$ cat src/rtl/dma_cfg_sequencer.sv
// AXI-lite master that programs the S2MM/MM2S channels of an AXI DMA engine,
// then polls both status registers until every enabled channel reports idle.
module dma_cfg_sequencer #(
  parameter int unsigned POLL_GAP = 8,
  parameter int unsigned TIMEOUT  = 65535
) (
  input  logic        clk,
  input  logic        rst_n,
  input  logic        start,
  input  logic        dma_rst_done,
  input  logic        en_mm2s,
  input  logic        en_s2mm,
  input  logic [31:0] source_addr,
  input  logic [31:0] dest_addr,
  input  logic [31:0] byte_length,
  output logic        busy,
  output logic        done,
  output logic        error,
  output logic [31:0] last_status,
  output logic [9:0]  awaddr,
  output logic        awvalid,
  input  logic        awready,
  output logic [31:0] wdata,
  output logic        wvalid,
  input  logic        wready,
  input  logic [1:0]  bresp,
  input  logic        bvalid,
  output logic        bready,
  output logic [9:0]  araddr,
  output logic        arvalid,
  input  logic        arready,
  input  logic [31:0] rdata,
  input  logic [1:0]  rresp,
  input  logic        rvalid,
  output logic        rready
);

  localparam logic [9:0] S2MM_DMASR = 10'h034;
  localparam logic [9:0] MM2S_DMASR = 10'h004;
  localparam int GAP_W = (POLL_GAP > 1) ? $clog2(POLL_GAP) : 1;

  typedef enum logic [2:0] {
    S_IDLE, S_WRITE, S_WRESP, S_POLL_WAIT, S_RADDR, S_RDATA, S_FINISH
  } state_t;

  state_t            state;
  logic              en_mm2s_q, en_s2mm_q;
  logic [31:0]       src_q, dst_q;
  logic [25:0]       len_q;
  logic [2:0]        wr_idx;
  logic [GAP_W-1:0]  gap_cnt;
  logic [31:0]       tmo_cnt;
  logic              s2mm_idle, mm2s_idle, rd_mm2s;

  logic              accept, wr_last, s2mm_now, mm2s_now, all_idle, tmo_hit;
  logic [2:0]        wr_next, wr_first;

  // Entries 0..2 program S2MM, 3..5 program MM2S; disabled channels are skipped.
  function automatic logic [9:0] entry_addr(input logic [2:0] idx);
    case (idx)
      3'd0:    return 10'h030;
      3'd1:    return 10'h048;
      3'd2:    return 10'h058;
      3'd3:    return 10'h000;
      3'd4:    return 10'h018;
      default: return 10'h028;
    endcase
  endfunction

  function automatic logic [31:0] entry_data(input logic [2:0] idx, input logic [31:0] src,
                                             input logic [31:0] dst, input logic [25:0] len);
    case (idx)
      3'd0, 3'd3: return 32'd1;
      3'd1:       return dst;
      3'd4:       return src;
      default:    return {6'b0, len};
    endcase
  endfunction

  // NOTE: every signal written here gets a value on every path, so no latch is inferred.
  always_comb begin
    accept   = start & dma_rst_done & (en_mm2s | en_s2mm);
    wr_first = en_s2mm ? 3'd0 : 3'd3;
    wr_last  = (wr_idx == 3'd5) || ((wr_idx == 3'd2) && !en_mm2s_q);
    wr_next  = (wr_idx == 3'd2) ? 3'd3 : wr_idx + 3'd1;
    s2mm_now = s2mm_idle | (~rd_mm2s & rdata[1]);
    mm2s_now = mm2s_idle | (rd_mm2s & rdata[1]);
    all_idle = (~en_s2mm_q | s2mm_now) & (~en_mm2s_q | mm2s_now);
    tmo_hit  = (tmo_cnt >= TIMEOUT);
  end

  // NOTE: state uses non-blocking assignments so every register sees pre-edge values.
  always_ff @(posedge clk or negedge rst_n) begin
    if (!rst_n) begin
      state       <= S_IDLE;
      busy        <= 1'b0;
      done        <= 1'b0;
      error       <= 1'b0;
      last_status <= '0;
      awaddr      <= '0;
      awvalid     <= 1'b0;
      wdata       <= '0;
      wvalid      <= 1'b0;
      bready      <= 1'b0;
      araddr      <= '0;
      arvalid     <= 1'b0;
      rready      <= 1'b0;
      en_mm2s_q   <= 1'b0;
      en_s2mm_q   <= 1'b0;
      src_q       <= '0;
      dst_q       <= '0;
      len_q       <= '0;
      wr_idx      <= '0;
      gap_cnt     <= '0;
      tmo_cnt     <= '0;
      s2mm_idle   <= 1'b0;
      mm2s_idle   <= 1'b0;
      rd_mm2s     <= 1'b0;
    end else begin
      if ((state == S_POLL_WAIT || state == S_RADDR || state == S_RDATA) && tmo_cnt != '1)
        tmo_cnt <= tmo_cnt + 32'd1;

      case (state)
        S_IDLE: begin
          if (accept) begin
            busy      <= 1'b1;
            en_mm2s_q <= en_mm2s;
            en_s2mm_q <= en_s2mm;
            src_q     <= source_addr;
            dst_q     <= dest_addr;
            len_q     <= byte_length[25:0];
            s2mm_idle <= 1'b0;
            mm2s_idle <= 1'b0;
            if (byte_length[25:0] == '0) begin
              error <= 1'b1;
              state <= S_FINISH;
            end else begin
              wr_idx  <= wr_first;
              awaddr  <= entry_addr(wr_first);
              wdata   <= entry_data(wr_first, source_addr, dest_addr, byte_length[25:0]);
              awvalid <= 1'b1;
              wvalid  <= 1'b1;
              state   <= S_WRITE;
            end
          end
        end

        // A low valid means that channel's handshake already completed.
        S_WRITE: begin
          if (awready) awvalid <= 1'b0;
          if (wready)  wvalid  <= 1'b0;
          if ((!awvalid || awready) && (!wvalid || wready)) begin
            bready <= 1'b1;
            state  <= S_WRESP;
          end
        end

        S_WRESP: begin
          if (bvalid) begin
            bready <= 1'b0;
            if (bresp != 2'b00) begin
              error <= 1'b1;
              state <= S_FINISH;
            end else if (wr_last) begin
              gap_cnt <= '0;
              tmo_cnt <= '0;
              state   <= S_POLL_WAIT;
            end else begin
              wr_idx  <= wr_next;
              awaddr  <= entry_addr(wr_next);
              wdata   <= entry_data(wr_next, src_q, dst_q, len_q);
              awvalid <= 1'b1;
              wvalid  <= 1'b1;
              state   <= S_WRITE;
            end
          end
        end

        S_POLL_WAIT: begin
          if (tmo_hit) begin
            error <= 1'b1;
            state <= S_FINISH;
          end else if (gap_cnt == GAP_W'(POLL_GAP - 1)) begin
            rd_mm2s <= !(en_s2mm_q && !s2mm_idle);
            araddr  <= (en_s2mm_q && !s2mm_idle) ? S2MM_DMASR : MM2S_DMASR;
            arvalid <= 1'b1;
            state   <= S_RADDR;
          end else begin
            gap_cnt <= gap_cnt + 1'b1;
          end
        end

        S_RADDR: begin
          if (arready) begin
            arvalid <= 1'b0;
            rready  <= 1'b1;
            state   <= S_RDATA;
          end
        end

        S_RDATA: begin
          if (rvalid) begin
            rready      <= 1'b0;
            last_status <= rdata;
            s2mm_idle   <= s2mm_now;
            mm2s_idle   <= mm2s_now;
            if (rresp != 2'b00 || rdata[6:4] != 3'b000) begin
              error <= 1'b1;
              state <= S_FINISH;
            end else if (!rd_mm2s && en_mm2s_q && !mm2s_idle) begin
              rd_mm2s <= 1'b1;
              araddr  <= MM2S_DMASR;
              arvalid <= 1'b1;
              state   <= S_RADDR;
            end else if (all_idle) begin
              done  <= 1'b1;
              state <= S_FINISH;
            end else if (tmo_hit) begin
              error <= 1'b1;
              state <= S_FINISH;
            end else begin
              gap_cnt <= '0;
              state   <= S_POLL_WAIT;
            end
          end
        end

        S_FINISH: begin
          done  <= 1'b0;
          error <= 1'b0;
          busy  <= 1'b0;
          state <= S_IDLE;
        end

        default: state <= S_IDLE;
      endcase
    end
  end

endmodule

$ cat config.mk
export PLATFORM = sky130hd
export DESIGN_NAME = dma_cfg_sequencer
export DESIGN_NICKNAME = d
export VERILOG_FILES = /design/src/rtl/dma_cfg_sequencer.sv
export SDC_FILE = /design/constraint.sdc
export NUM_CORES = 1
export LEC_CHECK = 0
export BUFFER_PORTS_ARGS = -buffer_cell sky130_fd_sc_hd__buf_2
export CORE_ASPECT_RATIO = 0.8
export CORE_MARGIN = 3
export CORE_UTILIZATION = 58
export DETAILED_ROUTE_END_ITERATION = 12
export PLACE_DENSITY = 0.85
export RECOVER_POWER = 50
export SLEW_MARGIN = 20
export SYNTH_ARGS = -nofsm -noshare
export SYNTH_HDL_FRONTEND = slang
export SYNTH_SLANG_ARGS = --single-unit
$ cat constraint.sdc
create_clock -name clk -period 3.7 [get_ports clk]
set_input_delay 0.185 -clock clk [delete_from_list [all_inputs] [get_ports clk]]
set_output_delay 0.185 -clock clk [all_outputs]
set_load 0.02 [all_outputs]
==> results of run 1 <==
==> flip-flops by register name, summed over array words and instances, names as in the netlist, 2 cells and up <==
name and cells:
last_status 32, wr_idx 3, gap_cnt 3, state 3, src_q 32, wdata 32
dst_q 32, len_q 26, araddr 2, awaddr 4, tmo_cnt 32
==> worst max-delay path: cells and delay by family (launching register included) <==
| family | cells | cell delay (ns) |
|---|---|---|
| simple gates | 2 | 0.84 |
| flops | 1 | 0.34 |
| buf+inv | 1 | 0.67 |
| compound gates | 3 | 1.01 |
==> power by group <==
part / switching, mW / internal, mW / leakage (nW) / total, mW
Sequential: 0.782 / 3.37 / 2.60 / 4.15
Combinational: 2.46 / 1.63 / 2.91 / 4.09
Clock: 0.891 / 1.19 / 0.324 / 2.08
Total: 4.13 / 6.19 / 5.84 / 10.3
==> synth_stat cells (8+ instances only) <==
cell type  number
nor4_1         10
a21oi_1        42
ha_1            9
inv_1          16
and3_1         10
buf_4          15
dfrtp_1       214
a22o_1         29
clkbuf_1       27
nor3_1          8
nand2_1       136
nand4_1        16
o21ai_0        24
a22oi_1        33
buf_2          21
o31ai_1        10
xor2_1         24
nand3_1        20
mux2_2         92
nor2_1         80
==> layer usage <==
layer | vias up | GRT usage | share of wire
met1 | 4181 | 0.392 | 0.41
met3 | 68 | 0.0603 | 0.076
li1 | 3870 | - | -
met5 | - | 0 | 0
met2 | 418 | 0.512 | 0.49
met4 | 0 | 0.0825 | 0.026
==> cell type report <==
class,count,area [um2],share of cell area
flip-flops and latches,214,5360,0.416
clock buffers,25,541,0.0419
well taps,215,269,0.0209
repair buffers,355,2360,0.184
clock inverters,11,111,0.00864
inverters,16,60.1,0.00466
multi-input cells,638,4180,0.325
==> worst paths after layout <==
check / from / slack [ns] / cells past startpoint / to
hold / removal: en_s2mm / 0.03 / 2 / en_s2mm_q$_DFFE_PN0P_
min in group asynchronous: rst_n / 0.91 / 2 / tmo_cnt[15]$_DFF_PN0_
setup reg to reg: state[0]$_DFFE_PN0P_ / 0.75 / 6 / tmo_cnt[28]$_DFF_PN0_
max in group asynchronous: rst_n / 1.27 / 3 / wdata[8]$_DFFE_PN0P_
hold reg to reg: last_status[1]$_DFFE_PN0P_ / 0.47 / 2 / last_status[1]$_DFFE_PN0P_
setup / recovery: state[0]$_DFFE_PN0P_ / 0.75 / 6 / tmo_cnt[28]$_DFF_PN0_
==> cells in the final DEF (no fill, tap or decap), drive strengths merged, types with 25 or more instances in the layout <==
cell,instances
a21oi,42
a22o,29
a22oi,34
buf,148
clkbuf,106
dfrtp,214
dlygate4sd3,126
mux2,93
nand2,136
nor2,80
o21ai,25
==> cells by family (layout without fill, tap and decap cells) <==
kind of cell | Yosys count | after routing | share of synthesized area
AOI/OAI and AO/OA | 172 | 172 | 0.120
xor gates and xnor gates | 27 | 27 | 0.0240
adders and majority gates | 9 | 9 | 0.0114
buffers and inverters | 82 | 407 | 0.0411
DFF | 214 | 214 | 0.543
muxes | 99 | 99 | 0.113
other | 1 | 13 | 0.000380
and+or+nand+nor | 318 | 318 | 0.148
==> through the flow <==
stage	hold WS, ns	utilization	setup slack (ns)
after floorplan	-0.111	-	1.55
after global placement	0.255	0.684	0.922
after detailed placement	0.246	0.684	0.897
after CTS	0.0154	0.802	0.884
after global routing	0.0304	0.795	0.612
final	0.0311	0.795	0.753
==> results_dict.tcl, run 1 <==
set metrics [dict create \
    status "finished with violations" \
    violations "capacitance limit, slew limit" \
    drt_iter0_drc 582 \
    cpMaxStageDelayCell "clkbuf_1" \
    fp.coreArea_um2 16200 \
    clk_latency_ns 0.50 \
    grt.overflow.total 0 \
    ys_async_sr_fraction 1.00 \
    yosys_warnings 0 \
    dieWidth_um 152 \
    ys_ff_latch 214 \
    cp.arrival_ns 3.36 \
    avgSynthCellArea_um2 10.7 \
    cap_violations 1 \
    critPathMaxStageDelay_ns 0.67 \
    clk_pin_slew_ns 0.06 \
    vias 8537 \
    cp_max_fo 20 \
    viasPerCell 5.79 \
    tightest_slew_ns 2.24 \
    fp.dieH_um 123 \
    final_nets 1398 \
    leakage_nw 5.84 \
    cp-start-kind "register" \
    synth-seq-area-share 0.543 \
    synth-edff-count 0 \
    areaGrowthSynthToFinish_pct 30.6 \
    drv_slew 93 \
    hold_path_class "primary input to register" \
    drtPass1Iterations 5 \
    cts.sinks 214 \
    ir_drop_mv 0.458 \
    synth_area_um2 9870 \
    grt_max_degree 96 \
    cts_buffers 21 \
    slew_headroom -0.490 \
    cellPowerDensity_nw_per_um2 801 \
    rows 41 \
    finalClockSkew_ns 0.0141 \
    start_util 0.609 \
    yosysUniqueCellTypes 64 \
    wire_per_inst_um 19.2 \
    htreeDepth 1 \
    ant_nets 0 \
    crit_type "register to register" \
    port_buffers 215 \
    crit_chain "clkbuf_1 > nand3b_1 > a21oi_1 > o2111ai_1 > or3_1 > a21oi_1" \
    fillers 1054 \
    cts_resized 0 \
    setup_violations 0 \
    fin_setup_tns_ns 0 \
    synthCells 922 \
    antenna_found_initial 0 \
    timing.fmax_mhz 339 \
    cts_root_buf "clkbuf_16" \
    stdcell_count 1474 \
    rsz0062_at_grt "no" \
    place_area_um2 11100 \
    wl_um 28300 \
    clk_path_buf_depth 3 \
    grt_pass1_vias 8726 \
    synth.area.top_cells "dfrtp_1 54%, mux2_2 10%, nand2_1 5.2%" \
    synth_top_area_frac 0.543 \
    drc 0 \
    die-area_um2 18600 \
    place_inst 1312 \
    cts_setup_buffers 0 \
    synth_flop_cell "dfrtp_1" \
    cts_tree "done" \
    diodes 0 \
    min_period_ns 2.95 \
    hold_viol_final 0 \
    grt_usage 0.298 \
    gp_congestion 0.885 \
    fin_crit_sh 0.796 \
    yosysTopAreaCell "dfrtp_1" \
    pin_count 235 \
    grt_pass1_wl_um 45100 \
    postCtsHoldBufs 126 \
    end_kind "register" \
    design_area_um2 12900 \
    power_mw 10.3 \
    path_common_cell "a21oi_1" \
    critPathRequiredTime_ns 4.12 \
    hpwl_um 16500 \
    drive_gt1_frac 0.227 \
]
Note: power is estimated with default switching activity, not from simulation.
==> run 2, diff against run 1 <==
--- a/config.mk
+++ b/config.mk
@@ -8,9 +8,9 @@
 export BUFFER_PORTS_ARGS = -buffer_cell sky130_fd_sc_hd__buf_2
 export CORE_ASPECT_RATIO = 0.8
 export CORE_MARGIN = 3
-export CORE_UTILIZATION = 58
+export CORE_UTILIZATION = 49
 export DETAILED_ROUTE_END_ITERATION = 12
-export PLACE_DENSITY = 0.85
+export PLACE_DENSITY = 0.77
 export RECOVER_POWER = 50
 export SLEW_MARGIN = 20
 export SYNTH_ARGS = -nofsm -noshare
==> constraint.sdc (replaced) <==
create_clock -name clk -period 2.65 [get_ports clk]
set_input_delay 0.1325 -clock clk [delete_from_list [all_inputs] [get_ports clk]]
set_output_delay 0.1325 -clock clk [all_outputs]
set_load 0.02 [all_outputs]
==> results_dict.tcl, run 2 (synthesis gave the netlist of run 1 again) <==
set metrics [dict create \
    fp.dieH_um 133 \
    power_mw 14.6 \
    setup_violations 0 \
    slew_headroom -0.464 \
    wire_per_inst_um 17.9 \
    cts.sinks 214 \
    drc 0 \
    timing.rr.start "wr_idx[0]$_DFFE_PN0P_" \
    ant_nets 0 \
    min_from "bvalid" \
    postCtsHoldBufs 128 \
    pin_count 235 \
    port_buffers 215 \
    status "finished with violations" \
    fp.coreArea_um2 19400 \
    cts_tree "done" \
    drive_gt1_frac 0.246 \
    drtPass1Iterations 5 \
    antenna_found_initial 0 \
    ir_drop_mv 0.568 \
    viasPerCell 5.42 \
    rsz0062_at_grt "no" \
    areaGrowthSynthToFinish_pct 33.6 \
    layout_commonest_cell "dfrtp_1" \
    dieWidth_um 165 \
    rows 45 \
    vias 8323 \
    leakage_nw 6.00 \
    fin_crit_sh 0.918 \
    die-area_um2 21900 \
    start_util 0.509 \
    min_period_ns 2.43 \
    grt_usage 0.249 \
    crit_type "register to register" \
    end_kind "register" \
    grt.overflow.total 0 \
    wl_um 27500 \
    grt_busiest_layer "met2" \
    drv_slew 87 \
    clk_path_buf_depth 3 \
    use_met1 0.339 \
    timing.fmax_mhz 411 \
    gp_congestion 0.892 \
    grt_pass1_wl_um 44400 \
    cellPowerDensity_nw_per_um2 1110 \
    hold_viol_final 0 \
    final_nets 1417 \
    diodes 0 \
    reg2reg_slack_ns 0.22 \
    hold_end "bready$_DFFE_PN0P_" \
    finalClockSkew_ns 0.00918 \
    cap_violations 1 \
    reg2reg_depth 7 \
    hold_path_class "primary input to register" \
    cts_resized 0 \
    cp.arrival_ns 2.83 \
    clk_pin_slew_ns 0.06 \
    cp_max_fo 16 \
    grt_pass1_vias 8547 \
    fin_setup_tns_ns 0 \
    cts_setup_buffers 0 \
    hold_depth 4 \
    grt_max_degree 88 \
    cts_buffers 22 \
    cts_root_buf "clkbuf_16" \
    cp-start-kind "register" \
    tightest_slew_ns 2.20 \
    drt_iter0_drc 487 \
    critPathRequiredTime_ns 3.05 \
    grt_use_met2 0.407 \
    hpwl_um 17300 \
    clk_latency_ns 0.50 \
    violations "capacitance limit, slew limit" \
    grt_use_met3 0.0516 \
    r2r_end "wdata[28]$_DFFE_PN0P_" \
    htreeDepth 1 \
    layout_common_cells "214 x dfrtp_1, 147 x buf_2, 136 x nand2_1, 128 x dlygate4sd3_1, 92 x mux2_2" \
]
-- run 2: worst max-delay path by stage --
stage                     startpoint               endpoint  slack [ns]
2_1_floorplan  wr_idx[0]$_DFFE_PN0P_  wdata[13]$_DFFE_PN0P_        0.50
3_3_place_gp   wr_idx[0]$_DFFE_PN0P_  wdata[31]$_DFFE_PN0P_        0.40
3_5_place_dp   wr_idx[0]$_DFFE_PN0P_  wdata[31]$_DFFE_PN0P_        0.27
4_1_cts        wr_idx[0]$_DFFE_PN0P_  wdata[28]$_DFFE_PN0P_        0.24
5_1_grt               byte_length[6]  wdata[28]$_DFFE_PN0P_        0.02
6_report       wr_idx[0]$_DFFE_PN0P_  wdata[28]$_DFFE_PN0P_        0.22
-- run 2: layout make-up --
type	count	area (um2)
Multi-Input combinational cell	638	4180
Clock inverter	2	10.0
Tap cell	258	323
Clock buffer	35	681
Sequential cell	214	5360
Fill cell	1447	6180
Inverter	16	60.1
Timing Repair Buffer	373	2570
-- run 2: power breakdown --
group          switching [mW]  internal [mW]
Clock                    1.23           1.75
Combinational            3.47           2.47
Sequential              0.974           4.71
-- run 2: worst max-delay path: stages (launching register included) --
cell	delay (ns)
dfrtp_1	0.44
inv_1	0.09
ha_1	0.30
a22oi_1	0.30
a31oi_1	0.19
a211o_2	0.48
buf_4	0.26
o31ai_1	0.26
-- run 2: per-stage QoR --
| stage | setup WS, ns | util | hold slack, ns | instance area (um2) | cells |
|---|---|---|---|---|---|
| floorplan | 0.502 | - | -0.163 | 9910 | 934 |
| global placement | 0.396 | 0.584 | 0.181 | 11300 | 1371 |
| detailed placement | 0.270 | 0.584 | 0.183 | 11300 | 1371 |
| CTS | 0.245 | 0.686 | 0.0170 | 13300 | 1536 |
| global route | 0.0223 | 0.681 | 0.0514 | 13200 | 1536 |
| finish | 0.216 | 0.681 | 0.0298 | 13200 | 1536 |
-- run 2: routing by layer --
metal / wire length (um) / part of all wire / up-vias
met5: 0 / 0 / -
met4: 656 / 0.024 / 0
met3: 1980 / 0.072 / 65
met2: 13100 / 0.48 / 324
met1: 11800 / 0.43 / 4026
li1: - / - / 3908
==> run 3, diff against run 2 <==
--- a/config.mk
+++ b/config.mk
@@ -5,14 +5,14 @@
 export SDC_FILE = /design/constraint.sdc
 export NUM_CORES = 1
 export LEC_CHECK = 0
+export ABC_AREA = 1
 export BUFFER_PORTS_ARGS = -buffer_cell sky130_fd_sc_hd__buf_2
 export CORE_ASPECT_RATIO = 0.8
 export CORE_MARGIN = 3
-export CORE_UTILIZATION = 49
+export CORE_UTILIZATION = 59
 export DETAILED_ROUTE_END_ITERATION = 12
-export PLACE_DENSITY = 0.77
+export PLACE_DENSITY = 0.86
 export RECOVER_POWER = 50
-export SLEW_MARGIN = 20
 export SYNTH_ARGS = -nofsm -noshare
 export SYNTH_HDL_FRONTEND = slang
 export SYNTH_SLANG_ARGS = --single-unit
==> constraint.sdc (replaced) <==
create_clock -name clk -period 3.1 [get_ports clk]
set_input_delay 0.155 -clock clk [delete_from_list [all_inputs] [get_ports clk]]
set_output_delay 0.155 -clock clk [all_outputs]
set_load 0.02 [all_outputs]
==> results_dict.tcl, run 3 <==
set metrics [dict create \
    hpwl_um 19800 \
    synth_compound_area_frac 0.0864 \
    drv_slew 91 \
    cp-start-kind "register" \
    wl_um 35600 \
    critPathMaxStageDelay_ns 0.44 \
    port_buffers 215 \
    leakage_nw 7.31 \
    path_common_cell "nand2_1" \
    hold_path_class "primary input to register" \
    combPwrFrac 0.424 \
    min_from "awready" \
    status "finished with violations" \
    synth.area.top_cells "dfrtp_1 50%, nand2_1 19%, o21ai_0 6.1%" \
    layout_common_cells "551 x nand2_1, 214 x dfrtp_1, 175 x buf_2, 157 x inv_1, 130 x o21ai_0" \
    ys_ff_latch 214 \
    synth_top_family_by_area "simple AND/OR/NAND/NOR gates" \
    grt_max_degree 92 \
    drive_gt1_frac 0.150 \
    diodes 0 \
    violations "capacitance limit, slew limit" \
    synth_mux_area_frac 0 \
    synth_xor_area_frac 0.0107 \
    worst-path-buf-inv 3 \
    cp_max_fo 44 \
    antenna_found_initial 0 \
    gp_congestion 0.907 \
    rsz0062_at_grt "no" \
    wire_per_inst_um 17.9 \
    crit_chain "inv_1 > ha_1 > nand2_1 > nand2_1 > inv_1 > nand2_1 > nand2_1 > buf_4 > nand3_1 > o21ai_0" \
    switchingPower_mw 5.79 \
    synth.most_common_cell "nand2_1" \
    grt_pass1_wl_um 57000 \
    yosysTopAreaCell "dfrtp_1" \
    r2r_end "wdata[31]$_DFFE_PN0P_" \
    hold_depth 3 \
    areaGrowthSynthToFinish_pct 29.5 \
    fp.dieH_um 126 \
    vias 11198 \
    clk_pin_slew_ns 0.07 \
    timing.fmax_mhz 379 \
    dieWidth_um 156 \
    drtPass1Iterations 8 \
    critPathTopFamily "simple AND/OR/NAND/NOR gates" \
    cts.sinks 214 \
    reg2reg_depth 10 \
    final_nets 1903 \
    fin_setup_tns_ns 0 \
    clkPwrFrac 0.203 \
    die-area_um2 19700 \
    htreeDepth 1 \
    p_sw_frac 0.448 \
    grt_usage 0.362 \
    grt.overflow.total 0 \
    grt_pass1_vias 11266 \
    critPathRequiredTime_ns 3.50 \
    netlist_top_cells_count "551 x nand2_1, 214 x dfrtp_1, 157 x inv_1" \
    min_period_ns 2.64 \
    start_util 0.608 \
    synth_top_area_frac 0.504 \
    tightest_slew_ns 2.28 \
    worst_slack_ns 0.462 \
    synth_area_um2 10600 \
    finalClockSkew_ns 0.0294 \
    cp.arrival_ns 3.04 \
    cell_internal_pwr_mw 7.12 \
    yosys.area_share.simple 0.295 \
    pin_count 235 \
    synth_fa_ha_area_frac 0.0106 \
    ys_async_sr_fraction 1.00 \
    ir_drop_mv 0.631 \
    power_mw 12.9 \
    p_seq_frac 0.372 \
    synthCells 1422 \
    cts_buffers 21 \
    fp.coreArea_um2 17500 \
    hold_end "bready$_DFFE_PN0P_" \
    clk_latency_ns 0.51 \
    end_kind "register" \
    design_area_um2 13800 \
    synth_flop_cell "dfrtp_1" \
    slew_headroom -0.521 \
    setup_violations 0 \
    rows 43 \
    layout_commonest_cell "nand2_1" \
    cts_root_buf "clkbuf_16" \
    cts_resized 0 \
    drc 0 \
    dp_slack_ns 0.696 \
    cts_setup_buffers 0 \
    reg2reg_slack_ns 0.46 \
    crit_type "register to register" \
    place_area_um2 11900 \
    fin_crit_sh 0.851 \
    cap_violations 1 \
    avgSynthCellArea_um2 7.47 \
    ant_nets 0 \
    viasPerCell 5.63 \
    cellPowerDensity_nw_per_um2 938 \
    yosysUniqueCellTypes 30 \
    drt_iter0_drc 1227 \
    hold_viol_final 0 \
    cts_tree "done" \
    synth-seq-area-share 0.504 \
    clk_path_buf_depth 3 \
    timing.rr.start "wr_idx[0]$_DFFE_PN0P_" \
    yosys_warnings 0 \
    cpMaxStageDelayCell "dfrtp_1" \
    synth-edff-count 0 \
]
[run 3: cell types whose count changed after synthesis, sizes merged, moves of 22 or more]
cell | before | now
nand2 | 136 | 557
a22o | 29 | 0
o21ai | 25 | 133
inv | 16 | 168
o22ai | 2 | 24
a22oi | 34 | 0
nand3 | 20 | 62
mux2 | 93 | 0
nor2 | 80 | 127
a21oi | 42 | 13
[run 3: layout make-up]
class	count	area, um2
flip-flops and latches	214	5360
clock inverters	10	88.8
inverters	168	636
fillers	1113	3720
multi-input cells	986	4330
repair buffers	360	2460
well taps	225	282
clock buffers	27	608
[run 3: logic make-up (layout without fill, tap and decap cells)]
family / Yosys count / in the layout
fa+ha+maj: 9 / 9
compound gates: 175 / 175
simple gates: 776 / 776
xor+xnor: 13 / 13
flops: 214 / 214
buf+inv: 234 / 565
other cells: 1 / 13
[run 3: stage by stage]
stage / hold slack [ns] / util / std cells
finish: 0.0413 / 0.787 / 1990
global route: 0.0848 / 0.787 / 1990
CTS: 0.0295 / 0.791 / 1990
detailed placement: 0.203 / 0.678 / 1826
global placement: 0.205 / 0.678 / 1826
floorplan: -0.141 / - / 1434
[run 3: what timing repair did]
action | 4_1_cts | 5_1_grt
endpoints found under the setup margin | 0 | 0
hold buffers | 127 | 0
hold endpoints to repair | 214 | 0
[run 3: worst register-to-register path, delay by kind of cell, from the launching register on]
kind,cells,cell delay (ns)
fa+ha+maj,1,0.22
compound gates,1,0.24
flops,1,0.44
simple gates,5,0.98
buf+inv,3,0.65
[run 3: worst max path at each step]
stage	startpoint	end	cells past startpoint
6_report	wr_idx[0]$_DFFE_PN0P_	wdata[31]$_DFFE_PN0P_	10
5_1_grt	rst_n	error$_DFFE_PN0P_	3
4_1_cts	wr_idx[0]$_DFFE_PN0P_	wdata[15]$_DFFE_PN0P_	12
3_5_place_dp	wr_idx[0]$_DFFE_PN0P_	wdata[27]$_DFFE_PN0P_	10
3_3_place_gp	wr_idx[0]$_DFFE_PN0P_	wdata[13]$_DFFE_PN0P_	11
2_1_floorplan	wr_idx[0]$_DFFE_PN0P_	wdata[12]$_DFFE_PN0P_	12
[run 3: power groups by stage]
| stage | Combinational [mW] | Clock [mW] | Sequential (mW) |
|---|---|---|---|
| 2_1_floorplan | 3.14 | 0 | 5.03 |
| 3_3_place_gp | 4.83 | 0 | 4.66 |
| 3_5_place_dp | 5.02 | 0 | 4.69 |
| 4_1_cts | 5.20 | 2.58 | 4.68 |
| 5_1_grt | 6.03 | 2.73 | 4.90 |
| 6_report | 5.48 | 2.62 | 4.81 |
[run 3: routing by layer]
metal  part of all wire  global-route usage  up-vias
met4              0.065               0.186        0
met3              0.096              0.0697      204
met5                  0                   0        -
li1                   -                   -     5045
met2               0.48               0.605      792
met1               0.36               0.450     5157
